--- config.mk ---
export PLATFORM = sky130hd
export DESIGN_NAME = mem_port_arbiter
export DESIGN_NICKNAME = d
export VERILOG_FILES = /design/src/rtl/mips_mem_pkg.sv /design/src/rtl/mem_byte_sequencer.sv /design/src/rtl/mem_port_arbiter.sv
export SDC_FILE = /design/constraint.sdc
export NUM_CORES = 1
export LEC_CHECK = 0
export ABC_AREA = 0
export CELL_PAD_IN_SITES_DETAIL_PLACEMENT = 0
export CELL_PAD_IN_SITES_GLOBAL_PLACEMENT = 2
export CORE_MARGIN = 2
export CORE_UTILIZATION = 28
export DETAILED_ROUTE_END_ITERATION = 6
export PLACE_DENSITY = 0.81
export SYNTH_ARGS = -nofsm -noshare
export SYNTH_HDL_FRONTEND = slang
export SYNTH_SLANG_ARGS = --single-unit
--- constraint.sdc ---
create_clock -name clk -period 2.2 [get_ports clk]
set_input_delay 0.22 -clock clk [delete_from_list [all_inputs] [get_ports clk]]
set_output_delay 0.22 -clock clk [all_outputs]
set_load 0.02 [all_outputs]
--- src/rtl/mips_mem_pkg.sv ---
// mips_mem_pkg: constants and helpers shared by the memory port arbiter and its
// byte sequencer.
//   - FSM state encodings: IDLE, XFER, RESP
//   - owner encodings: OWNER_IF (instruction fetch), OWNER_D (load/store)
//   - BEATS: number of byte beats in one 32-bit word transfer
//   - byte_lane(): selects the byte of a word that travels on a given beat
//     (big-endian, so beat 0 carries bits [31:24])
package mips_mem_pkg;

    localparam int BEATS = 4;

    localparam logic [1:0] IDLE = 2'd0;
    localparam logic [1:0] XFER = 2'd1;
    localparam logic [1:0] RESP = 2'd2;

    localparam logic OWNER_IF = 1'b0;
    localparam logic OWNER_D  = 1'b1;

    function automatic logic [7:0] byte_lane(input logic [31:0] word, input logic [1:0] beat);
        logic [7:0] lane;
        case (beat)
            2'd0:    lane = word[31:24];
            2'd1:    lane = word[23:16];
            2'd2:    lane = word[15:8];
            default: lane = word[7:0];
        endcase
        return lane;
    endfunction

endpackage

--- src/rtl/mem_byte_sequencer.sv ---
// mem_byte_sequencer: turns one 32-bit access into four byte beats on a
// byte-wide synchronous-read memory.
// Ports:
//   clk, rst            clock, synchronous active-high reset
//   start               pulse: latch base/we/wdata and issue beat 0 next cycle
//   base_addr, we, wdata  transfer description, sampled on start
//   m_en, m_we, m_addr, m_wdata  registered memory beat outputs
//   m_rdata             memory read byte, valid the cycle after a read beat
//   done                high during the cycle the last beat is on the bus
//   rd_word             assembled read word; complete in the cycle after done
module mem_byte_sequencer
    import mips_mem_pkg::*;
#(
    parameter int ADDR_W = 32
) (
    input  logic              clk,
    input  logic              rst,
    input  logic              start,
    input  logic [ADDR_W-1:0] base_addr,
    input  logic              we,
    input  logic [31:0]       wdata,
    output logic              m_en,
    output logic              m_we,
    output logic [ADDR_W-1:0] m_addr,
    output logic [7:0]        m_wdata,
    input  logic [7:0]        m_rdata,
    output logic              done,
    output logic [31:0]       rd_word
);

    logic              active_reg;
    logic [1:0]        beat_reg;
    logic [1:0]        beat_next;
    logic              we_reg;
    logic [31:0]       wdata_reg;
    logic              m_en_reg;
    logic              m_we_reg;
    logic [ADDR_W-1:0] m_addr_reg;
    logic [7:0]        m_wdata_reg;
    // A read beat's byte arrives one cycle later; remember which lane it fills.
    logic              cap_pending_reg;
    logic [1:0]        cap_lane_reg;
    logic [7:0]        lane_reg [3];

    assign beat_next = beat_reg + 2'd1;
    assign done      = active_reg && (beat_reg == 2'(BEATS - 1));

    always_ff @(posedge clk) begin
        if (rst) begin
            active_reg      <= 1'b0;
            beat_reg        <= 2'd0;
            we_reg          <= 1'b0;
            wdata_reg       <= 32'd0;
            m_en_reg        <= 1'b0;
            m_we_reg        <= 1'b0;
            m_addr_reg      <= '0;
            m_wdata_reg     <= 8'd0;
            cap_pending_reg <= 1'b0;
            cap_lane_reg    <= 2'd0;
        end else begin
            cap_pending_reg <= m_en_reg && !m_we_reg;
            cap_lane_reg    <= beat_reg;
            if (start) begin
                active_reg  <= 1'b1;
                beat_reg    <= 2'd0;
                we_reg      <= we;
                wdata_reg   <= wdata;
                m_en_reg    <= 1'b1;
                m_we_reg    <= we;
                m_addr_reg  <= base_addr;
                m_wdata_reg <= byte_lane(wdata, 2'd0);
            end else if (active_reg) begin
                if (done) begin
                    active_reg <= 1'b0;
                    m_en_reg   <= 1'b0;
                    m_we_reg   <= 1'b0;
                end else begin
                    beat_reg    <= beat_next;
                    m_we_reg    <= we_reg;
                    // Plain modular add: the address wraps past all-ones to zero.
                    m_addr_reg  <= m_addr_reg + ADDR_W'(1);
                    m_wdata_reg <= byte_lane(wdata_reg, beat_next);
                end
            end
        end
    end

    // Lanes for beats 0..2 are registered; the beat-3 byte is still on m_rdata
    // in the response cycle and is used directly so the word is complete there.
    for (genvar gi = 0; gi < BEATS - 1; gi++) begin : g_lane
        always_ff @(posedge clk) begin
            if (rst) begin
                lane_reg[gi] <= 8'd0;
            end else if (cap_pending_reg && (cap_lane_reg == 2'(gi))) begin
                lane_reg[gi] <= m_rdata;
            end
        end
    end

    assign rd_word = {lane_reg[0], lane_reg[1], lane_reg[2], m_rdata};

    assign m_en    = m_en_reg;
    assign m_we    = m_we_reg;
    assign m_addr  = m_addr_reg;
    assign m_wdata = m_wdata_reg;

endmodule

--- src/rtl/mem_port_arbiter.sv ---
// mem_port_arbiter: shares one byte-wide synchronous-read memory between the
// instruction-fetch port and the load/store data port. Each word access is
// four big-endian byte beats; grant-to-ack latency is a fixed 5 cycles.
// Ports:
//   clk, rst                      clock, synchronous active-high reset
//   if_req/if_addr/if_ack/if_rdata  fetch port (read only)
//   d_req/d_we/d_addr/d_wdata/d_ack/d_rdata  load/store port
//   m_en/m_we/m_addr/m_wdata/m_rdata        byte memory port
module mem_port_arbiter
    import mips_mem_pkg::*;
#(
    parameter int ADDR_W = 32
) (
    input  logic              clk,
    input  logic              rst,
    input  logic              if_req,
    input  logic [ADDR_W-1:0] if_addr,
    output logic              if_ack,
    output logic [31:0]       if_rdata,
    input  logic              d_req,
    input  logic              d_we,
    input  logic [ADDR_W-1:0] d_addr,
    input  logic [31:0]       d_wdata,
    output logic              d_ack,
    output logic [31:0]       d_rdata,
    output logic              m_en,
    output logic              m_we,
    output logic [ADDR_W-1:0] m_addr,
    output logic [7:0]        m_wdata,
    input  logic [7:0]        m_rdata
);

    logic [1:0]        state_reg;
    logic              owner_reg;
    logic              last_grant_reg;
    logic              we_lat_reg;
    logic              if_ack_reg;
    logic              d_ack_reg;
    logic [31:0]       if_rdata_reg;
    logic [31:0]       d_rdata_reg;

    logic              any_req;
    logic              grant;
    logic              start;
    logic [ADDR_W-1:0] grant_addr;
    logic              grant_we;
    logic              seq_done;
    logic [31:0]       seq_word;

    // On a tie the port that did not win last time gets the grant; last_grant
    // resets to the fetch port so the data port wins the first tie.
    assign any_req    = if_req || d_req;
    assign grant      = (if_req && d_req) ? ~last_grant_reg : (d_req ? OWNER_D : OWNER_IF);
    assign start      = (state_reg == IDLE) && any_req;
    assign grant_addr = (grant == OWNER_D) ? d_addr : if_addr;
    assign grant_we   = (grant == OWNER_D) ? d_we : 1'b0;

    mem_byte_sequencer #(
        .ADDR_W(ADDR_W)
    ) u_seq (
        .clk      (clk),
        .rst      (rst),
        .start    (start),
        .base_addr(grant_addr),
        .we       (grant_we),
        .wdata    (d_wdata),
        .m_en     (m_en),
        .m_we     (m_we),
        .m_addr   (m_addr),
        .m_wdata  (m_wdata),
        .m_rdata  (m_rdata),
        .done     (seq_done),
        .rd_word  (seq_word)
    );

    always_ff @(posedge clk) begin
        if (rst) begin
            state_reg      <= IDLE;
            owner_reg      <= OWNER_IF;
            last_grant_reg <= OWNER_IF;
            we_lat_reg     <= 1'b0;
            if_ack_reg     <= 1'b0;
            d_ack_reg      <= 1'b0;
            if_rdata_reg   <= 32'd0;
            d_rdata_reg    <= 32'd0;
        end else begin
            case (state_reg)
                IDLE: begin
                    if (any_req) begin
                        state_reg      <= XFER;
                        owner_reg      <= grant;
                        last_grant_reg <= grant;
                        we_lat_reg     <= grant_we;
                    end
                end
                XFER: begin
                    if (seq_done) begin
                        state_reg <= RESP;
                        if (owner_reg == OWNER_IF) begin
                            if_ack_reg <= 1'b1;
                        end else begin
                            d_ack_reg <= 1'b1;
                        end
                    end
                end
                RESP: begin
                    if_ack_reg <= 1'b0;
                    d_ack_reg  <= 1'b0;
                    if (!we_lat_reg) begin
                        if (owner_reg == OWNER_IF) begin
                            if_rdata_reg <= seq_word;
                        end else begin
                            d_rdata_reg <= seq_word;
                        end
                    end
                    state_reg <= IDLE;
                end
                default: state_reg <= IDLE;
            endcase
        end
    end

    // During the ack cycle the last byte is arriving from memory, so the
    // assembled word is presented with the ack and then held in the register.
    assign if_ack   = if_ack_reg;
    assign d_ack    = d_ack_reg;
    assign if_rdata = if_ack_reg ? seq_word : if_rdata_reg;
    assign d_rdata  = (d_ack_reg && !we_lat_reg) ? seq_word : d_rdata_reg;

endmodule

After elaboration in Yosys (flattened, before gate mapping)
Memories as Yosys holds them, arrays and structs flattened.
Cells that the tools add are included.
{"block": "word_totals", "ff_bits": 151, "ramBits": 24, "in_bits": 109, "output_inout_bits": 108, "word_cells": 110, "mem_count": 1}
{"block": "op_classes", "n_addsub": 2, "n_eq_ne": 12, "mux": 45, "bitwise": 6, "n_reduce_logical": 27}
{"memory": "u_seq.lane_reg", "depth": 3, "word_bits": 8, "read_ports": 3, "rd_ports_with_merged_regs": 0, "write_ports": 3, "line": "mem_byte_sequencer.sv:43", "text": "logic [7:0] lane_reg [3];"}
{"cell": "two-way mux 32 bit", "n": 6}
{"cell": "two-way mux 8 bit", "n": 6}
{"cell": "adder 32 x 1 -> 32 bit (second input constant)", "n": 1}
{"cell": "two-way mux 1 bit", "n": 27}
{"cell": "one-hot mux 8 bit (3 select lines)", "n": 1}
{"cell": "AND reduction 3 bit", "n": 4}
{"cell": "inequality test 2 bit (second input constant)", "n": 5}
{"cell": "AND reduction 2 bit", "n": 5}
{"cell": "== test 2 bit (second input constant)", "n": 4}
{"cell": "logical AND 1 bit", "n": 8}
{"cell": "== test 2 x 1 -> 1 bit (second input constant)", "n": 3}
{"cell": "zero test 2 bit", "n": 3}
{"cell": "nonzero test 2 bit", "n": 3}
{"cell": "two-way mux 2 bit", "n": 2}
{"cell": "one-hot mux 1 bit (2 select lines)", "n": 2}
{"cell": "one-hot mux 2 bit (2 select lines)", "n": 1}
{"cell": "NOT 1 bit", "n": 3}
{"cell": "bitwise OR 1 bit", "n": 3}
{"cell": "adder 2 x 1 -> 2 bit (second input constant)", "n": 1}
{"cell": "zero test 1 bit", "n": 2}
{"cell": "OR reduction 2 bit", "n": 1}
{"cell": "logical OR 1 bit", "n": 1}

Logic depth before layout (Yosys ltp)
Gate-level depths: netlist of the first run.
{"block": "depth", "depth_word": 6, "depth_mapped": 7, "ltp_nobuf": 6}

Cells and area by module
Synthesis of the first run repeated with hierarchy kept, for this count alone.
{"block": "unflattened", "hier_cells": 900, "hier_area_um2": 8356.8}
{"module": "mem_byte_sequencer", "n_inst": 1, "cells_per_inst": 480, "area_each_um2": 4624.4}
{"module": "mem_port_arbiter", "n_inst": 1, "cells_per_inst": 420, "area_each_um2": 3732.3}

Worst setup path before layout of the first run
No wires, ideal clock.
{"block": "synth_timing", "path_kind": "reg2reg", "startpoint": "reg u_seq.m_addr_reg[0], in the netlist u_seq.m_addr[0]", "endpoint": "reg u_seq.m_addr_reg[26], in the netlist u_seq.m_addr[26]", "arrival_time_ns": 1.995, "required_ns": 2.138, "slack_ns": 0.143, "stages_incl_launch_ff": 6, "n_path_buf": 0, "synth_period_minus_slack_ns": 2.057, "cell_sequence": "dfxtp_1 > ha_1 > nand3b_1 > or4_1 > or4_1 > nand3_1"}
{"block": "synth_via", "elab_chain_cells": 4}
{"element": "from (decl)", "line": "mem_byte_sequencer.sv:38", "text": "logic [ADDR_W-1:0] m_addr_reg;"}
{"element": "from (signal assigned)", "line": "mem_byte_sequencer.sv:70", "text": "m_addr_reg <= base_addr;"}
{"element": "from (signal assigned)", "line": "mem_byte_sequencer.sv:81", "text": "m_addr_reg <= m_addr_reg + ADDR_W'(1);"}
{"element": "adder 32 x 1 -> 32 bit", "line": "mem_byte_sequencer.sv:81"}
{"element": "two-way mux 32 bit", "line": "mem_byte_sequencer.sv:73", "text": "if (done) begin"}
{"element": "two-way mux 32 bit", "line": "mem_byte_sequencer.sv:72", "text": "end else if (active_reg) begin"}
{"element": "two-way mux 32 bit", "line": "mem_byte_sequencer.sv:63", "text": "if (start) begin"}
Every way passes these cells. The select of a mux whose other input is x is not followed.
A chain may end at the register's enable or synchronous reset.

Final worst setup path of the first run
{"block": "layout_timing", "startpoint": "reg if_ack_reg, in the netlist if_ack", "endpoint": "out if_rdata[6]"}
{"block": "layout_via", "elab_chain_cells": 1}
{"element": "from (decl)", "line": "mem_port_arbiter.sv:37", "text": "logic if_ack_reg;"}
{"element": "from (signal assigned)", "line": "mem_port_arbiter.sv:82", "text": "if_ack_reg <= 1'b0;"}
{"element": "from (signal assigned)", "line": "mem_port_arbiter.sv:100", "text": "if_ack_reg <= 1'b1;"}
{"element": "from (signal assigned)", "line": "mem_port_arbiter.sv:107", "text": "if_ack_reg <= 1'b0;"}
{"element": "two-way mux 32 bit", "line": "mem_port_arbiter.sv:127", "text": "assign if_rdata = if_ack_reg ? seq_word : if_rdata_reg;"}
{"element": "to (decl)", "line": "mem_port_arbiter.sv:19", "text": "output logic [31:0] if_rdata,"}
Every way passes these cells.

==> results.txt, run 1 <==
most common cell after layout, fill and taps aside: nand2_1
number of synthesized flops with an enable pin: 24
PwrDens: 643 mW/mm^2
Crit Path Max Fanout: 16
routed vias/inst: 4.88
most used routing layer: met2
critical path data required time: 1.98 ns
port bufs: 216
Syn Nets: 1,050
CTS Root Cell: clkbuf_16
Mean Syn Cell Area: 8.64 um^2
Worst setup EP type: primary output
placement row count: 62
FF+latch count, synth: 166
RD Place Congestion: 0.845
Max-slew headroom: 51.0%
number of fill cells: 2,902
Final Critical Period: 2.16 ns
pre-CTS setup slack: 0.118 ns
Core Region: 0.0285 mm^2
VDD IR-drop max: 0.000434 V
Die Ht: 174 um
cts bufs inserted: 17
CTS Buffer Depth: 2
initial DRC count: 427
largest net degree at the start of global routing: 68
Reg2Reg Launch Point: u_seq.beat_reg[0]
Slew @ Worst Pin: 0.732 ns
worst r2r path cells: 5
CTS sink cnt: 166
min-delay src: rst
CTS HTree Levels: 4
initial antenna violation count: 1
die area: 0.0303 mm^2
worst hold path cell count: 2
Worst Skew: 0.0142 ns
grt ovf: 0
main flop type after synthesis: dfxtp_1
final setup margin: 0.0418 ns
HP Class: in2reg
Reg clk slew, reported paths: 0.07 ns
fmax: 463 MHz
worst setup path category: reg2out
Hold Path Sink: if_ack
synth unique cells: 59
Yosys warnings: 0
sequential area share after synthesis: 44.1%
vias in the first global route: 7,565
max-slew violations: 0
DP HPWL: 18,200 um
crit path DAT: 1.94 ns
wire per inst: 17.2 um
Yosys top cell area share: 35.1%
Final ANT Viol Nets: 0
Setup violations, final: 0
met3 usage: 4.44%
First-pass DRT Iterations: 6
synthesized area: 0.00809 mm^2
unrepaired setup endpoints after global routing: false
status: complete, no violations
GRT met2 Usage: 27.7%
leading area contributor after synthesis: dfxtp_1
Post-Synthesis Cells: 936
share of layout cells above drive strength 1: 14.9%
CTS tree: yes
worst reg-to-reg setup slack: 0.12 ns
top cells by area, synth: dfxtp_1, nand2_1, mux2_2
starting density of the core: 28.3%
reg2reg end: u_seq.m_addr[26]
Max Cap Viol: 0
Layout area overhead: 43.2%
Post-synth ARST share: 0%
P_leak: 0.00444 uW
first-pass GRT wire length: 42,300 um
Clk Latency, worst-skew pair: 0.42 ns
GR Util met1: 23.8%
Total GRT Usage: 17.6%
Final Hold Viols: 0
via count: 7,564
Remaining DRCs: 0
Routed WL: 26,700 um
die width: 174 um
fin crit share: 98.1%
final hold slack: 0.114 ns
Register Area: 0.00356 mm^2
commonest cells after routing, fill and taps aside: nand2_1, clkdlybuf4s50_1, dfxtp_1
CP startpoint kind: flop
combined area of the multi-input logic cells: 0.00424 mm^2
Ports: 217
final net count: 1,265
==> power breakdown <==
group | total (uW) | internal (uW) | switching (uW)
clock | 3010 | 1540 | 1470
combinational | 1080 | 533 | 550
sequential | 3360 | 3210 | 143
total | 7440 | 5290 | 2160
==> timing repair <==
item | CTS | global route
gates cloned | 2 | 1
setup buffers | 0 | 1
resized for setup | 51 | 16
hold buffers | 0 | 0
pin swaps | 0 | 0
endpoints found under the setup margin | 43 | 25
==> worst max-delay path, cell delays in order, from the launching register on <==
cell	delay (ns)
dfxtp_2	0.41
buf_12	0.20
mux2_2	0.36
clkdlybuf4s50_1	0.54
==> Yosys cell counts, types with 11 or more instances <==
| library cell | instances |
|---|---|
| o21ai_0 | 16 |
| nor2b_1 | 26 |
| nand4_1 | 14 |
| a211oi_1 | 35 |
| nor2_1 | 11 |
| mux2_2 | 65 |
| mux2i_1 | 12 |
| and2_1 | 28 |
| nor3_1 | 19 |
| inv_1 | 11 |
| nand3_1 | 12 |
| clkbuf_1 | 57 |
| edfxtp_1 | 24 |
| dfxtp_1 | 142 |
| a21oi_1 | 110 |
| nand2_1 | 210 |
==> metal layers <==
layer	share of wire, %	routed length, um
met1	47	12400
met4	1.5	403
met5	0	0
met2	46	12200
met3	6.2	1650
==> logic make-up after synthesis <==
group | synth area share [%]
simple gates | 22.9
buf+inv | 3.96
mux | 10.5
flops | 44.1
xor+xnor | 1.19
compound gates | 16.6
fa+ha+maj | 0.774
==> cell type report <==
cell class                 instances  share of cell area [%]
clock inverter                    15                    1.50
clock buffer                      17                    3.67
multi-input combinational        687                    36.6
antenna                            1                  0.0216
timing repair buffer             268                    22.9
sequential                       166                    30.8
tap                              384                    4.15
inverter                          11                   0.356
==> worst max-delay path by stage <==
stage,to,depth (start not counted),start
finish,if_rdata[6],3,if_ack
CTS,d_rdata[25],4,d_ack
global route,d_rdata[12],5,d_ack
detailed placement,u_seq.m_addr[31],5,d_req
floorplan,u_seq.m_addr[26],5,u_seq.m_addr[0]
global placement,u_seq.m_addr[31],5,d_req
==> metrics by stage <==
| stage | total power [uW] | util [%] | TNS, ns | cells | instance area, um^2 |
|---|---|---|---|---|---|
| 2_1_floorplan | 3900 | - | 0 | 936 | 8090 |
| 3_3_place_gp | 4510 | 38.2 | 0 | 1512 | 10900 |
| 3_5_place_dp | 4510 | 38.2 | 0 | 1512 | 10900 |
| 4_1_cts | 7540 | 40.3 | -0.00283 | 1546 | 11500 |
| 5_1_grt | 7780 | 40.6 | 0 | 1548 | 11600 |
| 6_report | 7440 | 40.6 | 0 | 1549 | 11600 |
(Power assumes the default switching activity.)
==> run 2, diff against run 1 <==
--- a/config.mk
+++ b/config.mk
@@ -11,7 +11,7 @@
 export CORE_MARGIN = 2
 export CORE_UTILIZATION = 28
 export DETAILED_ROUTE_END_ITERATION = 6
-export PLACE_DENSITY = 0.81
+export PLACE_DENSITY = 0.85
 export SYNTH_ARGS = -nofsm -noshare
 export SYNTH_HDL_FRONTEND = slang
 export SYNTH_SLANG_ARGS = --single-unit
==> results.txt, run 2 (synthesis results as in run 1) <==
worst hold path cell count: 3 (+1)
Switching Share: 28.5% (-0.53 points)
P_leak: 0.00453 uW (+2.0%)
fmax: 468 MHz (+1.0%)
status: complete, no violations
die width: 174 um (unchanged)
Total GRT Usage: 17.4% (-0.13 points)
First-pass DRT Iterations: 4 (-2)
Clk Latency, worst-skew pair: 0.43 ns (about the same)
vias in the first global route: 7,421 (-1.9%)
Max-slew headroom: 43.1% (-7.9 points)
share of layout cells above drive strength 1: 14.5% (-0.44 points)
Die Ht: 174 um (unchanged)
RD Place Congestion: 0.841 (-0.54%)
CP startpoint kind: flop
routed vias/inst: 4.87 (-0.29%)
largest net degree at the start of global routing: 89 (+31%)
max-slew violations: 0 (unchanged)
Setup TNS Final: 0 ns (unchanged)
placed cells: 1,509 (-0.20%)
WP depth: 4 (+1)
most common cell after layout, fill and taps aside: nand2_1
Slew @ Worst Pin: 0.854 ns (+0.122 ns)
commonest cells after routing, fill and taps aside: nand2_1, clkdlybuf4s50_1, dfxtp_1
Buf+Inv Stages, Crit Path: 2 (unchanged)
critical path data required time: 1.98 ns (about the same)
Layout area overhead: 42.3%
first-pass GRT wire length: 41,800 um (-1.3%)
placement row count: 62 (unchanged)
cell family with most CP delay: buffers and inverters
share of power burned in registers: 44.6% (-0.5 points)
Final Hold Viols: 0 (unchanged)
unrepaired setup endpoints after global routing: false
worst r2r path cells: 5 (unchanged)
Core Region: 0.0285 mm^2 (unchanged)
VDD IR-drop max: 0.000453 V (+4.4%)
CTS HTree Levels: 4 (unchanged)
HP Class: in2reg
CTS Root Cell: clkbuf_16
CTS tree: yes
worst setup path category: reg2out
Int Pwr: 5380 uW (+1.9%)
Reg clk slew, reported paths: 0.07 ns (about the same)
Clk network pwr share: 41.0% (+0.6 points)
PwrDens: 654 mW/mm^2 (+1.8%)
Post-CTS Setup Bufs: 0 (unchanged)
crit path DAT: 1.92 ns (-0.02 ns)
port bufs: 216 (unchanged)
final net count: 1,259 (-0.47%)
Crit-path slowest cell: mux2_2
Final Power: 7530 uW (+1.1%)
Worst setup EP type: primary output
CTS Buffer Depth: 2 (unchanged)
Ports: 217 (unchanged)
cts bufs inserted: 17 (unchanged)
Crit Path Max Fanout: 32 (+16)
grt ovf: 0 (unchanged)
Final ANT Viol Nets: 0 (unchanged)
Setup violations, final: 0 (unchanged)
cts hold-fix bufs: 0 (unchanged)
initial antenna violation count: 2 (+1)
die area: 0.0303 mm^2 (unchanged)
initial DRC count: 412 (-3.5%)
Worst Skew: 0.0120 ns (-0.00221 ns)
starting density of the core: 28.3% (unchanged)
wire per inst: 17.2 um (-0.45%)
Routed WL: 26,500 um (-0.83%)
DP HPWL: 18,300 um (+0.63%)
crit path cell chain: nor2b_4 -> buf_12 -> mux2_2 -> dlygate4sd2_1
Combinational Power Share: 14.4% (about the same)
Remaining DRCs: 0 (unchanged)
Max Cap Viol: 0 (unchanged)
Final Critical Period: 2.14 ns (-0.0216 ns)
CTS sink cnt: 166 (unchanged)
final std cells w/o fill: 1,543 (-0.39%)
fin crit share: 97.1% (-0.98 points)
via count: 7,513 (-0.67%)
crit-path max cell delay: 0.39 ns (-0.15 ns)
P_sw: 2140 uW (-0.73%)
==> run 2: cell types whose count changed in the layout (fill, tap and decap cells not counted), sizes merged, moves of 2 or more <==
cell and delta:
clkinvlp +2, dlymetal6s2s +4, clkdlybuf4s15 -10, dlygate4sd2 +14, inv -4, clkdlybuf4s50 -8, buf -5
==> run 2: metal layers <==
layer / global-route usage (%) / up-vias / routed length, um
met5: 0 / - / 13
met4: 4.97 / 2 / 382
met3: 4.29 / 27 / 1500
met2: 28.0 / 202 / 12100
met1: 23.3 / 3523 / 12400
li1: - / 3759 / -
==> run 2: worst paths after layout <==
kind,startpoint,end,slack [ns]
setup / recovery,d_ack,d_rdata[7],0.06
hold / removal,rst,u_seq.m_addr[21],0.27
setup reg to reg,u_seq.beat_reg[1],u_seq.m_addr[29],0.12
hold reg to reg,d_rdata_reg[11],d_rdata_reg[11],0.45
==> run 2: tightest hold or removal path: stages <==
cell and delay, ns:
buf_4 0.12, inv_1 0.16, o311a_1 0.15
==> run 2: area by class of cell <==
type                    instances  area [um^2]
flip-flops and latches        166         3560
well taps                     384          480
repair buffers                262         2560
inverters                      11         41.3
multi-input cells             687         4240
clock inverters                15          190
clock buffers                  17          425
fillers                      2971        17000
diodes                          1         2.50
==> run 2: timing repair <==
item / CTS / global route
endpoints found under the setup margin: 63 / 10
resized for setup: 54 / 10
gates cloned: 1 / 0
==> run 2: metrics by stage <==
stage | setup slack (ns) | utilization (%) | hold WS, ns | instance area [um^2]
2_1_floorplan | 0.143 | - | 0.356 | 8090
6_report | 0.0634 | 40.3 | 0.274 | 11500
5_1_grt | 0.00113 | 40.3 | 0.300 | 11500
4_1_cts | 0.000383 | 40.2 | 0.254 | 11500
3_5_place_dp | 0.133 | 38.2 | 0.446 | 10900
3_3_place_gp | 0.137 | 38.2 | 0.439 | 10900
==> run 2: power groups by stage <==
stage	clock, uW	combinational (uW)	sequential, uW
after floorplan	0	423	3480
after global placement	0	1090	3420
after global routing	3280	1180	3380
after CTS	3150	1100	3360
after detailed placement	0	1090	3420
final	3090	1080	3360
